### src/rtl/wasm_fetch_ctrl.sv
// Bytecode fetch sequencer: reads opcode bytes and their LEB128 immediates from a
// registered ROM and hands complete instructions to the decoder over valid/ready.
module wasm_fetch_ctrl #(
    parameter int unsigned AW    = 4,
    parameter int unsigned EXTRA = 4
) (
    input  logic                      i_clk,
    input  logic                      i_rst,
    input  logic                      i_start,
    input  logic [AW:0]               i_start_pc,
    input  logic [AW:0]               i_code_lo,
    input  logic [AW:0]               i_code_hi,
    input  logic                      i_redirect,
    input  logic [AW:0]               i_redirect_pc,
    output logic [AW:0]               o_rom_addr,
    output logic [EXTRA-1:0]          o_rom_extra,
    output logic [AW:0]               o_rom_lower,
    output logic [AW:0]               o_rom_upper,
    input  logic [(2**EXTRA)*8-1:0]   i_rom_data,
    input  logic                      i_rom_error,
    output logic                      o_instr_valid,
    input  logic                      i_instr_ready,
    output logic [AW:0]               o_instr_pc,
    output logic [7:0]                o_instr_op,
    output logic [31:0]               o_instr_imm0,
    output logic [31:0]               o_instr_imm1,
    output logic [3:0]                o_instr_len,
    output logic                      o_busy,
    output logic                      o_fault,
    output logic [1:0]                o_fault_code
);
    localparam int unsigned DW = (2**EXTRA) * 8;
    localparam int unsigned EW = AW + 5;

    typedef enum logic [3:0] {
        StIdle, StOpReq, StOpDec, StImmReq, StImmDec, StImm2Req, StImm2Dec, StEmit, StFault
    } state_e;

    typedef enum logic [2:0] {ClsNone, ClsByte, ClsU32, ClsS32, ClsMem, ClsUnsup} cls_e;

    function automatic cls_e classify(input logic [7:0] op);
        cls_e c;
        case (op) inside
            8'h02, 8'h03, 8'h04, 8'h3F, 8'h40:        c = ClsByte;
            8'h0C, 8'h0D, 8'h10, [8'h20:8'h24]:       c = ClsU32;
            8'h41:                                    c = ClsS32;
            [8'h28:8'h3E]:                            c = ClsMem;
            8'h0E, 8'h11, 8'h42, 8'h44, 8'hFC, 8'hFD: c = ClsUnsup;
            default:                                  c = ClsNone;
        endcase
        return c;
    endfunction

    state_e      r_state, w_state_d;
    cls_e        r_cls, w_op_cls;
    logic [AW:0] r_pc, r_field_addr;
    logic [7:0]  r_op;
    logic [31:0] r_imm0, r_imm1;
    logic [3:0]  r_len;
    logic        r_fault;
    logic [1:0]  r_fault_code;

    logic [4:0][7:0] w_b;
    logic [2:0]      w_leb_len, w_flen;
    logic [31:0]     w_leb_u, w_leb_s, w_field_val;
    logic            w_is_byte, w_signed, w_bad5, w_out, w_busy, w_dec_fault;
    logic [1:0]      w_dec_code;
    logic [EW-1:0]   w_end;
    logic            w_unused_rom;

    assign w_unused_rom = ^i_rom_data[DW-1:40];
    assign w_op_cls     = classify(i_rom_data[7:0]);
    assign w_busy       = (r_state != StIdle) && (r_state != StFault);

    // LEB128 decode of the 5-byte window; rom[addr] sits in bits [39:32].
    always_comb begin
        for (int i = 0; i < 5; i++) w_b[i] = i_rom_data[39-8*i -: 8];
        w_leb_len = 3'd0;
        for (int i = 4; i >= 0; i--) if (!w_b[i][7]) w_leb_len = 3'(i + 1);
        w_leb_u = '0;
        for (int i = 0; i < 5; i++) begin
            if (i < int'(w_leb_len)) w_leb_u = w_leb_u | (32'(w_b[i][6:0]) << (7 * i));
        end
        w_leb_s = w_leb_u;
        case (w_leb_len)
            3'd1: if (w_leb_u[6])  w_leb_s = w_leb_u | 32'hFFFF_FF80;
            3'd2: if (w_leb_u[13]) w_leb_s = w_leb_u | 32'hFFFF_C000;
            3'd3: if (w_leb_u[20]) w_leb_s = w_leb_u | 32'hFFE0_0000;
            3'd4: if (w_leb_u[27]) w_leb_s = w_leb_u | 32'hF000_0000;
            default: ;
        endcase
        w_is_byte   = (r_state == StImmDec) && (r_cls == ClsByte);
        w_signed    = (r_state == StImmDec) && (r_cls == ClsS32);
        w_flen      = w_is_byte ? 3'd1 : w_leb_len;
        w_field_val = w_is_byte ? {24'd0, w_b[0]} : (w_signed ? w_leb_s : w_leb_u);
        w_bad5      = !w_is_byte && (w_leb_len == 3'd5) &&
                      (w_signed ? (w_b[4][6:4] != {3{w_b[4][3]}}) : (w_b[4][6:4] != 3'd0));
        // Widened so that pc wrap-around still reads as past code_hi.
        w_end       = EW'(r_pc) + EW'(r_len) + EW'(w_flen) - EW'(1);
        w_out       = w_end > EW'(i_code_hi);
    end

    always_comb begin
        w_dec_fault = 1'b0;
        w_dec_code  = 2'd0;
        case (r_state)
            StOpDec: begin
                if (i_rom_error) begin
                    w_dec_fault = 1'b1;
                    w_dec_code  = 2'd1;
                end else if (w_op_cls == ClsUnsup) begin
                    w_dec_fault = 1'b1;
                    w_dec_code  = 2'd3;
                end
            end
            StImmDec, StImm2Dec: begin
                if (!w_is_byte && (w_leb_len == 3'd0)) begin
                    w_dec_fault = 1'b1;
                    w_dec_code  = 2'd2;
                end else if (w_out) begin
                    w_dec_fault = 1'b1;
                    w_dec_code  = 2'd1;
                end else if (w_bad5) begin
                    w_dec_fault = 1'b1;
                    w_dec_code  = 2'd2;
                end
            end
            default: ;
        endcase
    end

    always_ff @(posedge i_clk) begin
        if (i_rst) r_state <= StIdle;
        else       r_state <= w_state_d;
    end

    always_comb begin
        w_state_d = r_state;
        if (i_start) begin
            w_state_d = StOpReq;
        end else if (i_redirect && w_busy) begin
            w_state_d = StOpReq;
        end else begin
            case (r_state)
                StOpReq:   w_state_d = StOpDec;
                StOpDec: begin
                    if (w_dec_fault)             w_state_d = StFault;
                    else if (w_op_cls == ClsNone) w_state_d = StEmit;
                    else                          w_state_d = StImmReq;
                end
                StImmReq:  w_state_d = StImmDec;
                StImmDec: begin
                    if (w_dec_fault)           w_state_d = StFault;
                    else if (r_cls == ClsMem)  w_state_d = StImm2Req;
                    else                       w_state_d = StEmit;
                end
                StImm2Req: w_state_d = StImm2Dec;
                StImm2Dec: w_state_d = w_dec_fault ? StFault : StEmit;
                StEmit:    if (i_instr_ready) w_state_d = StOpReq;
                default:   ;
            endcase
        end
    end

    always_ff @(posedge i_clk) begin
        if (i_rst) begin
            r_pc         <= '0;
            r_field_addr <= '0;
            r_cls        <= ClsNone;
            r_op         <= '0;
            r_imm0       <= '0;
            r_imm1       <= '0;
            r_len        <= '0;
            r_fault      <= 1'b0;
            r_fault_code <= '0;
        end else if (i_start) begin
            r_pc         <= i_start_pc;
            r_fault      <= 1'b0;
            r_fault_code <= '0;
        end else if (i_redirect && w_busy) begin
            r_pc <= i_redirect_pc;
        end else if (w_dec_fault) begin
            r_fault      <= 1'b1;
            r_fault_code <= w_dec_code;
        end else begin
            case (r_state)
                StOpDec: begin
                    r_op         <= i_rom_data[7:0];
                    r_cls        <= w_op_cls;
                    r_imm0       <= '0;
                    r_imm1       <= '0;
                    r_len        <= 4'd1;
                    r_field_addr <= r_pc + 1'b1;
                end
                StImmDec, StImm2Dec: begin
                    if (r_state == StImmDec) r_imm0 <= w_field_val;
                    else                     r_imm1 <= w_field_val;
                    r_len        <= r_len + 4'(w_flen);
                    r_field_addr <= r_field_addr + (AW+1)'(w_flen);
                end
                StEmit: if (i_instr_ready) r_pc <= r_pc + (AW+1)'(r_len);
                default: ;
            endcase
        end
    end

    always_comb begin
        o_rom_addr  = '0;
        o_rom_extra = '0;
        case (r_state)
            StOpReq: o_rom_addr = r_pc;
            StImmReq, StImm2Req: begin
                o_rom_addr  = r_field_addr;
                o_rom_extra = EXTRA'(4);
            end
            default: ;
        endcase
        o_instr_valid = (r_state == StEmit);
        o_busy        = w_busy;
    end

    assign o_rom_lower  = i_code_lo;
    assign o_rom_upper  = i_code_hi;
    assign o_instr_pc   = r_pc;
    assign o_instr_op   = r_op;
    assign o_instr_imm0 = r_imm0;
    assign o_instr_imm1 = r_imm1;
    assign o_instr_len  = r_len;
    assign o_fault      = r_fault;
    assign o_fault_code = r_fault_code;

endmodule

### config.mk
export PLATFORM = sky130hd
export DESIGN_NAME = wasm_fetch_ctrl
export DESIGN_NICKNAME = d
export VERILOG_FILES = /design/src/rtl/wasm_fetch_ctrl.sv
export SDC_FILE = /design/constraint.sdc
export NUM_CORES = 1
export LEC_CHECK = 0
export CORE_MARGIN = 1.5
export CORE_UTILIZATION = 30
export DETAILED_ROUTE_END_ITERATION = 7
export PLACE_DENSITY = 0.72
export SLEW_MARGIN = 0
export SYNTH_ARGS = -nofsm -noshare
export SYNTH_HDL_FRONTEND = slang
export SYNTH_SLANG_ARGS = --single-unit
### constraint.sdc
create_clock -name i_clk -period 6.9 [get_ports i_clk]
set_clock_uncertainty 0.2 [all_clocks]
set_input_delay 1.38 -clock i_clk [delete_from_list [all_inputs] [get_ports i_clk]]
set_output_delay 1.38 -clock i_clk [all_outputs]
set_load 0.005 [all_outputs]
Word-level counts from Yosys, hierarchy flattened
Index checks and enable logic that the tools add are counted.
- $add $sub $neg: 7
- $lt $le $gt $ge: 10
- eq/ne operators: 38
- mux-type cells: 58
- bitwise operators: 7
- reductions and logical operators: 34
- operator list (kind ; count):
    32-bit two-way mux ; 12
    32-bit one-hot mux with 2 select lines ; 2
    32-bit one-hot mux with 4 select lines ; 1
    3-bit two-way mux ; 13
    8-bit by 7-bit equality test with 1-bit output, second input constant ; 4
    32-bit by 14-bit bitwise OR with 32-bit output ; 1
    32-bit by 21-bit bitwise OR with 32-bit output ; 1
    32-bit by 28-bit bitwise OR with 32-bit output ; 1
    32-bit bitwise OR ; 1
    4-bit one-hot mux with 7 select lines ; 1
    5-bit two-way mux ; 5
    8-bit by 4-bit equality test with 1-bit output, second input constant ; 3
    5-bit one-hot mux with 2 select lines ; 2
    4-bit by 3-bit equality test with 1-bit output, second input constant ; 4
    8-bit by 2-bit equality test with 1-bit output, second input constant ; 2
    8-bit by 5-bit equality test with 1-bit output, second input constant ; 2
    8-bit equality test, second input constant ; 2
    8-bit by 6-bit >= comparator with 1-bit output, second input constant ; 2
    8-bit by 6-bit less-or-equal comparator with 1-bit output, second input constant ; 2
    4-bit two-way mux ; 4
    3-bit equality test, second input constant ; 4
    2-bit two-way mux ; 6
    5-bit AND reduction ; 2
    3-bit by 2-bit equality test with 1-bit output, second input constant ; 3
    other kinds (44) ; 74
- flip-flop bits (word level): 96
- output and inout port bits: 105
- logic and storage cells: 165

Longest topological paths before layout
Gate-level depths: netlist (run 1).
- word-level depth: 21
- mapped depth: 20
- gate-level depth less buffers: 16

Least setup slack after synthesis (run 1)
No wires, ideal clock.
- path type: input -> register
- start point: input port i_rom_data[39]
- end point: register r_imm0[10], in the netlist o_instr_imm0[10]
- arrival time: 5.316 ns
- setup slack: 1.261 ns
- stages: 16
- buffers on the path: 2
- path through: clkbuf_1 -> nand3_1 -> a21oi_1 -> nand2_1 -> fa_1 -> inv_1 -> fa_1 -> xor2_1 -> ha_1 -> a211oi_1 -> o211a_1 -> o221a_2 -> a41o_1 -> nor3b_4 -> buf_6 -> mux2_1
- word-level cells in the longest chain between the ends: 17
- ends and longest elaborated chain (item ; line ; source):
    start: declaration ; 19 ; input logic [(2**EXTRA)*8-1:0] i_rom_data,
    3-bit two-way mux (*) ; 79 ; for (int i = 4; i >= 0; i--) if (!w_b[i][7]) w_leb_len = 3'(i + 1);
    branches (longest 16 deep; another with 9-bit by 5-bit > comparator with 1-bit output) ; -- ;
    end signal: assignment ; 196 ; if (r_state == StImmDec) r_imm0 <= w_field_val;
    end: declaration ; 58 ; logic [31:0] r_imm0, r_imm1;
Mark *: on every way between the ends. The select of a mux whose other input is x is not followed.
A chain may end at the register's enable or synchronous reset.

Final worst setup path (run 1)
- start point: input port i_rom_data[39]
- end point: register r_imm0[28], in the netlist o_instr_imm0[28]
Same word-level chain as after synthesis.

==> results.toml, run 1 <==
[timing]
final.setup.tns_ns = 0
rsz0062_at_grt = "no"
clock.fmax_mhz = 164
period_share_pct = 88.3
tightestPinTransition_ns = 0.965
fin_ws_ns = 0.806
hold_viol = 0
setup_violations = 0
fin_crit_ns = 6.09
slew_headroom_pct = 35.1
drv_slew = 0

[yosys]
synth_area_leader_cell = "dfxtp_1"
synth-compound-area-share_pct = 16.8
synthMuxAreaShare_pct = 12.8
synth_top_area_share_pct = 32.0
ys_seq_elements = 96
synth_simple_gate_area_share_pct = 20.4
ys.flop_type = "dfxtp_1"
synth_top_family_by_area = "simple AND/OR/NAND/NOR gates"
synth_xor_area_share_pct = 1.31
synthesis.area_um2 = 6010
synth_enable_flop_cells = 0
synth_area_leaders = "dfxtp_1 32%, mux2i_1 9.7%, ha_1 6.5%, nand2_1 6.2%, nor2_1 3.3%"
synth-async-reset-ratio_pct = 0
avgSynthCellArea_um2 = 8.43
synth_cell_types = 70
yosysWarnings = 0
synth_adder_area_share_pct = 8.45
synth_cells = 713
yosysSeqAreaShare_pct = 32.0

[layout]
nFillCells = 1958
final_nets = 1025
drive_above_1_share_pct = 5.84
multi_input_area_um2 = 3610
diodes = 0
seq_area_um2 = 1920
synthToLayoutAreaGrowth_pct = 33.0

[floorplan]
core_region_area_um2 = 19600
start_util_pct = 30.7
die-area_um2 = 20900
io_pins = 259
die_width_um = 145
die_height_um = 145
num_rows = 51

[detailed_routing]
routed_wl_mm = 17.9
vias = 5570
drtIter0Drc = 197
postRouteAntennaNets = 0
route.detailed.wl_per_inst_um = 16.2
viasPerCell = 5.05
drc = 0
dr.pass1.iters = 5

[grt]
met1_usage_pct = 21.7
globalRoute.totalOverflow = 0
first_global_vias = 5160
grt_use_met3_pct = 3.28
busiest_layer = "met2"
track_usage_pct = 17.1
grt_pass1_wl_mm = 27.6
antenna_found_initial = 1
grt_max_degree = 57
grt_util_met2_pct = 28.5

[clocking]
clock-root-buffer = "clkbuf_16"
cts.sinks = 96
cts-resized-gates = 0
clkSlewWorstSetupHoldPaths_ns = 0.08
cts_hold_buf = 0
cts_setup_buffers = 0
cts_tree = "done"
htreeDepth = 3
clkLatencyLatePin_ns = 0.36
cts_buffer_depth = 2
cts_inserted_buffers = 9

[power_and_ir_drop]
peakVddDrop_mv = 0.141
total_power_mw = 1.35
p_leak_nw = 3.08
power_density_nw_per_um2 = 169

[placed_design]
port_buffers = 157
place_ws_ns = 0.460
place_congestion = 0.869
hpwlAfterDp_mm = 12.9

[critical_path]
critPathKind = "input port to flop"
cp.arrival_ns = 6.15
critical_path.startpoint_type = "input port"
crit_required_ns = 6.96
path_cells = "clkdlybuf4s50_1 > nand3_1 > fa_1 > inv_1 > ha_1 > fa_1 > xor2_1 > ha_1 > a211oi_1 > o211a_1 > o221a_2 > a41o_1 > nor3b_4 > buf_12 > mux2_2"
reg2reg_depth = 15
end_kind = "flop"
crit_path_top_delay_cell = "clkdlybuf4s50_1"
crit_fanout = 32
max_stage_delay_ns = 0.71

[worst_hold_path]
min_path_type = "flop to flop"
min_path_cells = 2

[job]
cap_violations = 0

[run_status]
status = "completed"
## layer usage
layer,vias to the layer above,wire length [um]
met4,0,479
met3,28,869
met2,160,8660
met5,-,0
li1,2733,-
met1,2649,7900
## final cells by class
cell class	instances	area share, %
well taps	265	4.15
repair buffers	164	20.6
flip-flops and latches	96	24.0
inverters	48	2.25
multi-input cells	515	45.1
clock inverters	7	1.05
clock buffers	9	2.82
## critical path: cells and delay by family
kind	cells	cell delay (ns)
fa+ha+maj	4	1.54
buf+inv	3	1.02
compound gates	4	1.00
simple gates	2	0.64
mux	1	0.36
xor+xnor	1	0.18
## cell families (layout without fill, tap and decap cells)
family / after synthesis / after routing
other: 1 / 3
muxes: 75 / 75
DFF: 96 / 96
AOI/OAI and AO/OA: 140 / 140
adders and majority gates: 37 / 37
and+or+nand+nor: 251 / 251
xor gates and xnor gates: 9 / 9
buffers and inverters: 104 / 228
## power by group
| group | switching (mW) | internal (mW) | leakage [nW] |
|---|---|---|---|
| Clock | 0.262 | 0.262 | 0.152 |
| Sequential | 0.0108 | 0.558 | 0.774 |
| Combinational | 0.137 | 0.120 | 2.16 |
## per-stage QoR
stage | cell area, um2 | std cells | hold WS (ns) | utilization [%]
6_report | 8000 | 1104 | 0.260 | 40.8
3_3_place_gp | 7690 | 1088 | 0.244 | 39.2
3_5_place_dp | 7690 | 1088 | 0.246 | 39.2
2_1_floorplan | 6020 | 715 | 0.251 | -
4_1_cts | 8000 | 1104 | 0.261 | 40.8
5_1_grt | 8000 | 1104 | 0.284 | 40.8
## synthesized netlist by cell type, drive strengths merged (5+ instances only)
library cell and number:
nand2 100, dfxtp 96, mux2i 58, nor2 53, inv 47, a21oi 36
buf 34, ha 31, nor2b 23, clkbuf 22, a21o 21, nand3 18
mux2 17, o21ai 13, nor3 12, o32ai 12, a211oi 11, o211ai 10
nand4 8, nor3b 8, fa 6, a31oi 5, xnor2 5
## flip-flops by register name (all words and copies together) (netlist names)
| name | cells |
|---|---|
| r_state | 4 |
| o_instr_imm0 | 32 |
| o_fault | 1 |
| r_cls | 3 |
| o_instr_len | 4 |
| r_field_addr | 5 |
| o_instr_pc | 5 |
| o_instr_op | 8 |
| o_fault_code | 2 |
| o_instr_imm1 | 32 |
## cells in the final DEF (no fill, tap or decap), drive strengths merged, types with 3 or more instances in the layout
cell type / count
nand3b: 3
xor2: 4
o32ai: 12
a21oi: 36
and4: 4
nor3: 12
conb: 3
mux2i: 58
fa: 6
nand3: 18
and2: 4
nor3b: 8
nor2b: 23
nand4: 8
nand2b: 4
or3b: 3
a211oi: 11
xnor2: 5
dfxtp: 96
a31oi: 5
nand2: 100
o2111ai: 4
buf: 8
o211ai: 10
inv: 52
nor2: 53
a21o: 21
mux2: 17
and3: 3
clkinv: 3
a2111oi: 4
clkbuf: 9
o21ai: 13
clkdlybuf4s50: 156
ha: 31
## final timing paths
| path | slack, ns | endpoint | from |
|---|---|---|---|
| hold / removal | 0.26 | o_instr_imm1[0] | o_instr_imm1[0] |
| setup reg to reg | 1.17 | o_instr_imm1[9] | r_state[2] |
| hold reg to reg | 0.26 | o_instr_imm1[0] | o_instr_imm1[0] |
| setup / recovery | 0.81 | o_instr_imm0[28] | i_rom_data[39] |
Note: power is estimated with default switching activity, not from simulation.
==> inputs of run 2 (changes only) <==
Settings changed: CTS_CLUSTER_SIZE set to 20, REMOVE_ABC_BUFFERS set to 1.
==> run 2 against run 1 <==
Clock power decreased by 8.2%. Non-clock buffer count shrank 1. Routed wire length is 0.35% lower. Setup slack better by 0.016 ns. Worst hold slack lost 0.00050 ns. Critical path type unchanged. Largest power group unchanged.
==> results.toml, run 2 (synthesized netlist as in run 1, its figures left out) <==
[layout]
drive_above_1_share_pct = 5.49
nFillCells = 2007
fin_util_pct = 40.6
layout_commonest_cell = "clkdlybuf4s50_1"
synthToLayoutAreaGrowth_pct = 32.3
diodes = 0
final_cell_mix = "156 x clkdlybuf4s50_1, 100 x nand2_1, 96 x dfxtp_1"
final_cells = 1103
final_nets = 1024
final_cell_area_um2 = 7950

[timing]
final.setup.tns_ns = 0
rsz0062_at_grt = "no"
tightestPinTransition_ns = 1.08
fin_ws_ns = 0.822
hold_viol = 0
drv_slew = 0
clock.fmax_mhz = 165
setup_violations = 0
fin_crit_ns = 6.08
slew_headroom_pct = 28.0
whs_ns = 0.260
period_share_pct = 88.1

[placed_design]
placed_cells = 1087
dpl-instance-area_um2 = 7680
place_ws_ns = 0.477
place_congestion = 0.829
port_buffers = 157
hpwlAfterDp_mm = 13.2

[detailed_routing]
routed_wl_mm = 17.8
vias = 5436
route.detailed.wl_per_inst_um = 16.2
postRouteAntennaNets = 0
drc = 0
dr.pass1.iters = 4
drtIter0Drc = 397
viasPerCell = 4.93

[clocking]
clock-root-buffer = "clkbuf_16"
cts_hold_buf = 0
cts_tree = "done"
clkSlewWorstSetupHoldPaths_ns = 0.07
cts_inserted_buffers = 9
cts_setup_buffers = 0
cts_buffer_depth = 2
htreeDepth = 3
clkLatencyLatePin_ns = 0.35
cts-resized-gates = 0
cts.sinks = 96

[power_and_ir_drop]
power_density_nw_per_um2 = 164
peakVddDrop_mv = 0.109
total_power_mw = 1.31
p_leak_nw = 3.06

[grt]
antenna_found_initial = 0
grt_max_degree = 52
first_global_vias = 5350
track_usage_pct = 17.3
globalRoute.totalOverflow = 0
grt_pass1_wl_mm = 28.1

[critical_path]
end_kind = "flop"
crit_required_ns = 6.90
critical_path.startpoint_type = "input port"
critPathKind = "input port to flop"
crit_fanout = 10
cp.arrival_ns = 6.08

[floorplan]
die_width_um = 145
die-area_um2 = 20900
core_region_area_um2 = 19600
io_pins = 259
die_height_um = 145
num_rows = 51
start_util_pct = 30.7

[job]
cap_violations = 0

[worst_hold_path]
min_path_type = "flop to flop"

[run_status]
status = "completed"
## run 2: path summary, 6_finish.rpt
kind | from | to | slack (ns) | cells after the start
min | o_instr_imm1[4] | o_instr_imm1[4] | 0.26 | 2
max | i_rom_data[31] | o_instr_imm1[28] | 0.82 | 15
min reg2reg | o_instr_imm1[4] | o_instr_imm1[4] | 0.26 | 2
max reg2reg | r_state[2] | o_instr_imm1[28] | 1.23 | 15
## run 2: routing by layer
| metal | vias to the layer above | routed length [um] | global-route usage, % |
|---|---|---|---|
| li1 | 2721 | - | - |
| met1 | 2558 | 7860 | 21.6 |
| met2 | 141 | 8300 | 28.1 |
| met3 | 16 | 1430 | 6.23 |
| met4 | 0 | 247 | 4.94 |
| met5 | - | 0 | 0 |
## run 2: cell type report
cell class	instances	area (um2)	area share, %
clock buffers	11	233	2.93
flip-flops and latches	96	1920	24.2
inverters	48	180	2.27
clock inverters	5	41.3	0.519
repair buffers	163	1640	20.6
multi-input cells	515	3610	45.4
well taps	265	332	4.17
## run 2: report_power, final
part           total (mW)  switching, mW  internal (mW)
Combinational       0.258          0.138          0.120
Sequential          0.569         0.0107          0.558
Clock               0.480          0.232          0.248
Total                1.31          0.381          0.926
## run 2: worst max-delay path: stages
cell,delay [ns]
clkdlybuf4s50_1,0.56
nand2_1,0.16
nand3_1,0.30
fa_1,0.59
inv_1,0.05
ha_1,0.24
fa_1,0.42
xor2_1,0.18
ha_1,0.31
a211oi_1,0.25
o211a_1,0.21
o221a_2,0.24
nand4_1,0.31
a2111oi_2,0.70
o32ai_1,0.17
==> inputs of run 3 (changes only) <==
Settings changed: GPL_TIMING_DRIVEN set to 0.
==> run 3 against run 2 <==
Core utilization grew 0.32 points. Cell count grew 0.18%. Cell area grew 0.79%. Die area is the same.
==> results.toml, run 3 (synthesized netlist as in run 1, its figures left out) <==
[power_and_ir_drop]
p_leak_nw = 3.09
power_density_nw_per_um2 = 170
total_power_mw = 1.36
peakVddDrop_mv = 0.114

[clocking]
cts_hold_buf = 0
cts_inserted_buffers = 9
cts.sinks = 96
htreeDepth = 3
clkLatencyLatePin_ns = 0.35
clkSlewWorstSetupHoldPaths_ns = 0.07
cts_tree = "done"
clock-root-buffer = "clkbuf_16"
cts_buffer_depth = 2

[critical_path]
max_stage_delay_ns = 0.72
crit_top_cell = "buf_4"
path_cells = "clkdlybuf4s50_1 > nand3_1 > a21oi_2 > nand2_1 > fa_1 > inv_1 > fa_1 > xor2_1 > ha_1 > nand3_1 > o211a_1 > o221a_2 > and4_1 > o211ai_1 > buf_4 > buf_4 > buf_4 > mux2_2"
crit_required_ns = 6.94
cp.arrival_ns = 6.65
reg2reg_depth = 17
end_kind = "flop"
r2r_slack_ns = 0.95
critPathKind = "input port to flop"
crit_path_top_delay_cell = "clkdlybuf4s50_1"
critical_path.startpoint_type = "input port"
crit_fanout = 12

[placed_design]
place_congestion = 0.841
place_ws_ns = -0.740
port_buffers = 157
hpwlAfterDp_mm = 13.2

[timing]
slew_headroom_pct = 29.7
tightestPinTransition_ns = 1.05
fin_ws_ns = 0.293
clock.fmax_mhz = 151
period_share_pct = 95.8
final.setup.tns_ns = 0
fin_crit_ns = 6.61
hold_viol = 0
rsz0062_at_grt = "no"
setup_violations = 0
drv_slew = 0

[worst_hold_path]
min_path_type = "flop to flop"
min_path_cells = 2

[detailed_routing]
viasPerCell = 5.00
vias = 5522
postRouteAntennaNets = 0
dr.pass1.iters = 5
routed_wl_mm = 17.7
drc = 0
route.detailed.wl_per_inst_um = 16.0
drtIter0Drc = 299

[floorplan]
start_util_pct = 30.7
core_region_area_um2 = 19600
die_width_um = 145
die-area_um2 = 20900
num_rows = 51
die_height_um = 145
io_pins = 259

[layout]
final_cell_mix = "156 x clkdlybuf4s50_1, 100 x nand2_1, 96 x dfxtp_1"
nFillCells = 1946
diodes = 0
seq_area_um2 = 1920
multi_input_area_um2 = 3610
final_nets = 1026
layout_commonest_cell = "clkdlybuf4s50_1"
drive_above_1_share_pct = 6.19
synthToLayoutAreaGrowth_pct = 33.3

[run_status]
status = "completed"

[grt]
grt_max_degree = 53
grt_pass1_wl_mm = 27.8
track_usage_pct = 17.1
first_global_vias = 5308
globalRoute.totalOverflow = 0
antenna_found_initial = 0

[job]
cap_violations = 0
==> run 3: cell count changes in the layout (fill, tap and decap cells not counted) <==
cell,change
bufinv_16,+1
clkinv_4,-1
buf_12,-1
clkinv_2,+2
inv_8,+2
a21oi_2,+1
a21oi_1,-1
clkinv_1,-1
buf_4,+1
buf_8,+2
clkbuf_1,-2
clkbuf_8,+1
clkinvlp_4,-2
==> run 3: critical path: cells and delay by family <==
kind	cells	cell delay, ns
buf+inv	5	1.45
fa+ha+maj	3	1.31
compound gates	4	1.24
simple gates	4	0.74
mux	1	0.34
xor+xnor	1	0.18
==> run 3: layout make-up <==
type / count / share of cell area (%)
clock buffers: 10 / 2.98
clock inverters: 6 / 0.937
inverters: 48 / 2.26
multi-input cells: 515 / 45.1
flip-flops and latches: 96 / 24.0
well taps: 265 / 4.14
repair buffers: 165 / 20.6
==> run 3: through the flow <==
stage / hold WS (ns) / area (um2) / instances / utilization, %
after floorplan: 0.251 / 5710 / 659 / -
after global placement: 0.242 / 7610 / 1081 / 38.9
after detailed placement: 0.245 / 7690 / 1088 / 39.3
after CTS: 0.261 / 8020 / 1105 / 40.9
after global routing: 0.284 / 8020 / 1105 / 40.9
final: 0.257 / 8020 / 1105 / 40.9
==> run 3: metal layers <==
layer  wire [um]  part of all wire (%)  track usage (%)
met5           0                     0                0
met4         323                   1.8             5.85
met3        1500                   8.5             6.42
met2        8160                    46             27.3
met1        7690                    44             21.2
==> run 3: worst paths after layout <==
path / to / start
setup / recovery: o_instr_imm1[31] / i_rom_data[39]
hold / removal: o_instr_imm1[4] / o_instr_imm1[4]
setup reg to reg: o_instr_imm1[31] / r_state[2]
hold reg to reg: o_instr_imm1[4] / o_instr_imm1[4]
==> run 3: what timing repair did <==
action,in CTS,in global routing
buffers inserted,1,0
endpoints found under the setup margin,8,0
resized for setup,1,0
==> run 3: where the power goes <==
part / switching, mW / internal, mW / leakage (nW)
clock network: 0.240 / 0.298 / 0.157
registers: 0.0109 / 0.558 / 0.774
logic: 0.137 / 0.121 / 2.16
